[src/rtl/prime_trial_ctrl_if.sv]
// Handshake bundle between the trial-division sequencer and its neighbours:
// the candidate source, the iterative divider, and the verdict consumer.
// The slave modport is the sequencer's view; master is the environment's view.
//
// Every channel is val/rdy: a transfer happens on a rising clock edge where
// val and rdy are both high; once val is raised it stays high, with its data
// unchanged, until that transfer.
interface prime_trial_ctrl_if #(parameter int NBITS = 16);
  logic [NBITS-1:0] cand;
  logic             cand_val;
  logic             cand_rdy;
  logic [NBITS-1:0] div_opa;
  logic [NBITS-1:0] div_opb;
  logic             div_istream_val;
  logic             div_istream_rdy;
  logic [NBITS-1:0] div_result;
  logic             div_ostream_val;
  logic             div_ostream_rdy;
  logic             is_prime;
  logic             prime_val;
  logic             prime_rdy;

  modport slave (
    input  cand, cand_val, div_istream_rdy, div_result, div_ostream_val, prime_rdy,
    output cand_rdy, div_opa, div_opb, div_istream_val, div_ostream_rdy,
           is_prime, prime_val
  );

  modport master (
    output cand, cand_val, div_istream_rdy, div_result, div_ostream_val, prime_rdy,
    input  cand_rdy, div_opa, div_opb, div_istream_val, div_ostream_rdy,
           is_prime, prime_val
  );
endinterface

[src/rtl/prime_trial_ctrl.sv]
// Trial-division sequencer feeding an iterative divider.
// Takes a candidate N, asks the divider for floor(N/d) for d = 2, 3, ...,
// and emits one prime/composite verdict per candidate. The search stops when
// the quotient drops below the divisor, so no square root is needed.
//
// Build option: PRIME_TRIAL_CTRL_ODD_SKIP_EN
//   defined   -> divisors 2, 3, 5, 7, 9, ... (odd only after 2)
//   undefined -> divisors 2, 3, 4, 5, ...
// Verdicts match in both builds; only the number of divider requests changes.
module prime_trial_ctrl #(
  parameter int NBITS = 16
) (
  input  logic                clk,
  input  logic                reset,
  prime_trial_ctrl_if.slave   bus,
  output logic [1:0]          state_dbg_o
);

  typedef enum logic [1:0] {
    IDLE  = 2'd0,
    ISSUE = 2'd1,
    WAIT  = 2'd2,
    DONE  = 2'd3
  } state_t;

  state_t           state_q;
  logic [NBITS-1:0] n_q;
  logic [NBITS-1:0] d_q;
  logic [NBITS-1:0] opa_q;
  logic [NBITS-1:0] opb_q;
  logic             cand_rdy_q;
  logic             istream_val_q;
  logic             ostream_rdy_q;
  logic             prime_val_q;
  logic             is_prime_q;

  logic [NBITS-1:0]   d_d;
  logic [2*NBITS-1:0] prod_d;
  logic [2*NBITS-1:0] n_ext_d;

  // Next divisor to try; the step width stays NBITS since d never passes 257.
`ifdef PRIME_TRIAL_CTRL_ODD_SKIP_EN
  assign d_d = (d_q == NBITS'(2)) ? NBITS'(3) : d_q + NBITS'(2);
`else
  assign d_d = d_q + NBITS'(1);
`endif

  // Full-width product so q*d == N never aliases through truncation.
  assign prod_d  = {{NBITS{1'b0}}, bus.div_result} * {{NBITS{1'b0}}, d_q};
  assign n_ext_d = {{NBITS{1'b0}}, n_q};

  // Sequencer FSM: every output is a register updated alongside the state.
  always_ff @(posedge clk or posedge reset) begin
    if (reset) begin
      state_q       <= IDLE;
      n_q           <= '0;
      d_q           <= '0;
      opa_q         <= '0;
      opb_q         <= '0;
      cand_rdy_q    <= 1'b1;
      istream_val_q <= 1'b0;
      ostream_rdy_q <= 1'b0;
      prime_val_q   <= 1'b0;
      is_prime_q    <= 1'b0;
    end else begin
      case (state_q)
        IDLE: begin
          if (bus.cand_val && cand_rdy_q) begin
            n_q        <= bus.cand;
            d_q        <= NBITS'(2);
            cand_rdy_q <= 1'b0;
            if (bus.cand < NBITS'(2)) begin
              // 0 and 1 are not prime; answer without touching the divider.
              is_prime_q  <= 1'b0;
              prime_val_q <= 1'b1;
              state_q     <= DONE;
            end else begin
              opa_q         <= bus.cand;
              opb_q         <= NBITS'(2);
              istream_val_q <= 1'b1;
              state_q       <= ISSUE;
            end
          end
        end
        ISSUE: begin
          if (istream_val_q && bus.div_istream_rdy) begin
            istream_val_q <= 1'b0;
            ostream_rdy_q <= 1'b1;
            state_q       <= WAIT;
          end
        end
        WAIT: begin
          if (ostream_rdy_q && bus.div_ostream_val) begin
            ostream_rdy_q <= 1'b0;
            if (bus.div_result < d_q) begin
              // Every divisor up to sqrt(N) has been ruled out.
              is_prime_q  <= 1'b1;
              prime_val_q <= 1'b1;
              state_q     <= DONE;
            end else if (prod_d == n_ext_d) begin
              is_prime_q  <= 1'b0;
              prime_val_q <= 1'b1;
              state_q     <= DONE;
            end else begin
              d_q           <= d_d;
              opb_q         <= d_d;
              istream_val_q <= 1'b1;
              state_q       <= ISSUE;
            end
          end
        end
        DONE: begin
          if (prime_val_q && bus.prime_rdy) begin
            prime_val_q <= 1'b0;
            cand_rdy_q  <= 1'b1;
            state_q     <= IDLE;
          end
        end
        default: state_q <= IDLE;
      endcase
    end
  end

  assign bus.cand_rdy        = cand_rdy_q;
  assign bus.div_opa         = opa_q;
  assign bus.div_opb         = opb_q;
  assign bus.div_istream_val = istream_val_q;
  assign bus.div_ostream_rdy = ostream_rdy_q;
  assign bus.is_prime        = is_prime_q;
  assign bus.prime_val       = prime_val_q;
  assign state_dbg_o         = state_q;

endmodule

[src/flat_wrapper.sv]
// flat-port wrapper written by rule: the top's interface ports become plain ports
module prime_trial_ctrl_flat 
#(
  parameter int NBITS = 16
)
  (clk, reset, state_dbg_o, bus_cand, bus_cand_val, bus_div_istream_rdy, bus_div_result, bus_div_ostream_val, bus_prime_rdy, bus_cand_rdy, bus_div_opa, bus_div_opb, bus_div_istream_val, bus_div_ostream_rdy, bus_is_prime, bus_prime_val);
  prime_trial_ctrl_if #(.NBITS(NBITS)) bus_i ();
  input  logic clk;
  input  logic reset;
  output logic [1:0] state_dbg_o;
  input wire logic [$bits(bus_i.cand)-1:0] bus_cand;
  input wire logic [$bits(bus_i.cand_val)-1:0] bus_cand_val;
  input wire logic [$bits(bus_i.div_istream_rdy)-1:0] bus_div_istream_rdy;
  input wire logic [$bits(bus_i.div_result)-1:0] bus_div_result;
  input wire logic [$bits(bus_i.div_ostream_val)-1:0] bus_div_ostream_val;
  input wire logic [$bits(bus_i.prime_rdy)-1:0] bus_prime_rdy;
  output wire logic [$bits(bus_i.cand_rdy)-1:0] bus_cand_rdy;
  output wire logic [$bits(bus_i.div_opa)-1:0] bus_div_opa;
  output wire logic [$bits(bus_i.div_opb)-1:0] bus_div_opb;
  output wire logic [$bits(bus_i.div_istream_val)-1:0] bus_div_istream_val;
  output wire logic [$bits(bus_i.div_ostream_rdy)-1:0] bus_div_ostream_rdy;
  output wire logic [$bits(bus_i.is_prime)-1:0] bus_is_prime;
  output wire logic [$bits(bus_i.prime_val)-1:0] bus_prime_val;
  assign bus_i.cand = bus_cand;
  assign bus_i.cand_val = bus_cand_val;
  assign bus_i.div_istream_rdy = bus_div_istream_rdy;
  assign bus_i.div_result = bus_div_result;
  assign bus_i.div_ostream_val = bus_div_ostream_val;
  assign bus_i.prime_rdy = bus_prime_rdy;
  assign bus_cand_rdy = bus_i.cand_rdy;
  assign bus_div_opa = bus_i.div_opa;
  assign bus_div_opb = bus_i.div_opb;
  assign bus_div_istream_val = bus_i.div_istream_val;
  assign bus_div_ostream_rdy = bus_i.div_ostream_rdy;
  assign bus_is_prime = bus_i.is_prime;
  assign bus_prime_val = bus_i.prime_val;
  prime_trial_ctrl #(.NBITS(NBITS)) u_core (.clk(clk), .reset(reset), .bus(bus_i), .state_dbg_o(state_dbg_o));
endmodule
[config.mk]
export PLATFORM = sky130hd
export DESIGN_NAME = prime_trial_ctrl_flat
export DESIGN_NICKNAME = d
export VERILOG_FILES = /design/src/rtl/prime_trial_ctrl_if.sv /design/src/rtl/prime_trial_ctrl.sv /design/src/flat_wrapper.sv
export SDC_FILE = /design/constraint.sdc
export NUM_CORES = 1
export LEC_CHECK = 0
export ABC_CLOCK_PERIOD_IN_PS = 7000
export CAP_MARGIN = 20
export CORE_ASPECT_RATIO = 1.1
export CORE_UTILIZATION = 50
export DETAILED_ROUTE_END_ITERATION = 8
export HOLD_SLACK_MARGIN = 0.02
export MAX_ROUTING_LAYER = met4
export PLACE_DENSITY = 0.73
export SLEW_MARGIN = 20
export SYNTH_ARGS = -nofsm -noshare
export SYNTH_HDL_FRONTEND = slang
export SYNTH_SLANG_ARGS = --single-unit
[constraint.sdc]
create_clock -name clk -period 7 [get_ports clk]
set_input_delay 1.4 -clock clk [delete_from_list [all_inputs] [get_ports clk]]
set_output_delay 1.4 -clock clk [all_outputs]
set_load 0.01 [all_outputs]
==> metrics.md <==
| Metric | Value |
|---|---|
| Final ANT Viol Nets | `0` |
| Multi-input logic area | `10600 sq um` |
| Finished Cell Area | `17000 sq um` |
| Synth cell types | `72` |
| H-tree Lvls | `3` |
| Vias in the first global route | `11.8k` |
| Slew headroom | `0.381` |
| DRC Markers | `0` |
| CP Class | `primary input to flip-flop` |
| Clk_skew | `0.00705 ns` |
| Yosys warns | `0` |
| Critical Path RT | `7.20 ns` |
| I/O pins | `77` |
| Setup TNS | `-22.61 ns` |
| Initial DRC Count | `925` |
| Slew Limit Fails | `0` |
| Layout area overhead | `35.5%` |
| CP top delay family | `adder cells` |
| Unrepaired setup endpoints after global routing | `true` |
| Final setup viols | `36` |
| Clock network latency to the later pin of the worst-skew pair | `0.33 ns` |
| Pin count of the biggest net entering global routing | `72` |
| Worst hold path type | `flip-flop to flip-flop` |
| Row cnt | `60` |
| DRT Pass-1 Iters | `7` |
| Die area | `25700 sq um` |
| Setup slack after placement | `-1.56 ns` |
| Routed vias | `11.5k` |
| Asr flop ratio synth | `1.00` |
| Die W | `153 um` |
| Core outline area | `24500 sq um` |
| Post-layout util | `0.693` |
| Antenna Cells | `0` |
| Min Tclk post-route | `7.69 ns` |
| Most frequent cells in the layout | `225 x nand2_1, 190 x buf_4, 174 x inv_1, 174 x fa_1, 107 x ha_1` |
| Die Y | `168 um` |
| Final period util | `1.10` |
| Final setup margin | `-0.688 ns` |
| Slowest cell on the critical path | `fa_1` |
| F_max | `130 MHz` |
| DR WL/cell | `19.6 um` |
| Cell count after synthesis | `1404` |
| Outcome | `finished with violations` |
| Overflow left after global routing | `0` |
| Synthesis-stage register bit count | `71` |
| Final hold violation count | `0` |
| Fillcell total | `1641` |
| # port buffers | `76` |
| CP max FO | `6` |
| Drt via density | `5.85` |
| Synthesized area | `12600 sq um` |
| DP Wirelength | `27300 um` |
| Routability cong. | `0.979` |
| Final nets | `2019` |
| CTS clk-pin slew, worst paths | `0.06 ns` |
| Clock Path Buffers | `2` |
| Most common cell after layout, fill and taps aside | `nand2_1` |
| Failing checks | `negative setup slack` |
| CP Launch Type | `primary input` |
| CP bufs+invs | `7` |
| Max Cap Viol | `0` |
| Routed WL | `38500 um` |
| CTS Buf Count | `9` |
| Clock sinks | `71` |
| Starting Density | `0.511` |
| Top_reg_cell synth | `dfrtp_1` |
| Initial antenna violation count | `0` |
| Crit path capture type | `flip-flop` |
| Sequential element share of the synthesized area | `0.142` |
| FF/Latch Area | `1780 sq um` |
| Total Routing Usage GR | `0.308` |
| Syn_nets | `1771` |
| Area after DPL | `14900 sq um` |
| Number of synthesized flops with an enable pin | `0` |
| TritonCTS clock tree | `yes` |
| Slowest cell delay on critical path | `0.57 ns` |
| Mean Syn Cell Area | `8.94 sq um` |
| First-pass GRT wire length | `60600 um` |
| Slew @ Worst Pin | `0.928 ns` |
| Share of cells above drive strength 1 | `0.282` |
| CP dominant cell by count | `fa_1` |
| Worst EP arrival | `7.89 ns` |
| CTS root buf | `clkbuf_16` |
| Cts hold-fix bufs | `0` |
==> registers in the layout (all words and copies together), names as in the netlist, 2 cells and up <==
signal / cells
u_core.bus.div_opa: 16
u_core.n_q: 16
u_core.state_dbg_o: 2
u_core.bus.div_opb: 16
u_core.d_q: 16
==> routing by layer <==
layer / global-route usage / vias up / part of all wire
li1: - / 5034 / -
met3: 0.0275 / 164 / 0.065
met1: 0.385 / 5735 / 0.39
met2: 0.521 / 572 / 0.50
met4: 0.111 / 0 / 0.046
met5: - / - / 0
==> worst paths after layout <==
path | from | to | slack (ns) | cells after the start
min in group asynchronous | reset | u_core.bus.div_opb[1] | 1.66 | 3
max in group asynchronous | reset | u_core.bus.div_opa[11] | 4.77 | 3
worst min-delay path | u_core.bus.div_opa[10] | u_core.bus.div_opa[10] | 0.48 | 2
worst max-delay path | bus_div_result[6] | u_core.d_q[6] | -0.69 | 26
worst min register to register | u_core.bus.div_opa[10] | u_core.bus.div_opa[10] | 0.48 | 2
worst max register to register | u_core.d_q[3] | u_core.d_q[6] | -0.24 | 22
==> Yosys cell counts (all sizes together), types with 3 or more instances <==
cell,instances,area [sq um]
nand2,256,961
inv,197,739
fa,194,3880
ha,135,1690
and2,84,526
dfrtp,70,1750
clkbuf,60,225
a21oi,47,243
o21ai,44,228
xnor2,34,298
nor2,29,109
o211ai,29,218
buf,25,121
nand3,21,105
a21o,16,123
xor2,16,140
nand4,14,87.6
a22o,11,96.3
nor3,9,45.0
nor4,8,56.3
a211oi,7,75.1
a31oi,6,52.6
and3,6,37.5
mux2i,6,60.1
o311ai,6,52.6
or4,6,45.0
o21bai,5,37.5
or4b,5,50.1
nand2b,4,25.0
nor2b,4,25.0
a311o,3,30.0
a31o,3,26.3
and4,3,26.3
o21a,3,22.5
o221ai,3,26.3
o22ai,3,18.8
==> layout make-up <==
cell class,count,area share
clock buffer,10,0.0135
clock inverter,6,0.00500
inverter,197,0.0436
multi-input combinational,1051,0.626
sequential,71,0.105
tap,310,0.0228
timing repair buffer,322,0.185
==> logic make-up (layout without fill, tap and decap cells) <==
logic type | count (synthesis) | in the layout | share of synthesized area
and+or+nand+nor | 458 | 458 | 0.172
adders and majority gates | 329 | 329 | 0.444
buffers and inverters | 282 | 535 | 0.0865
AOI/OAI and AO/OA | 207 | 207 | 0.115
DFF | 71 | 71 | 0.142
xor gates and xnor gates | 50 | 50 | 0.0349
muxes | 7 | 7 | 0.00568
==> through the flow <==
stage / hold WS, ns / instances
final: 0.475 / 1967
after global placement: 0.468 / 1873
after CTS: 0.483 / 1947
after detailed placement: 0.472 / 1873
after floorplan: 0.466 / 1404
after global routing: 0.510 / 1967
==> worst reg2reg max path: cells and delay by family, from the launching register on <==
family / cells / cell delay [ns]
flops: 1 / 0.82
simple gates: 6 / 1.34
fa+ha+maj: 7 / 3.38
compound gates: 6 / 1.19
buf+inv: 3 / 0.38
==> timing repair <==
item,CTS,global route
resized for setup,185,147
gates cloned,9,3
setup endpoints to repair,36,36
buffers inserted,49,23
pin swaps,102,125
hold endpoints to repair,0,0
Power is not shown: default switching activity piles up to over one toggle a cycle in this logic, so the estimate is an artifact.
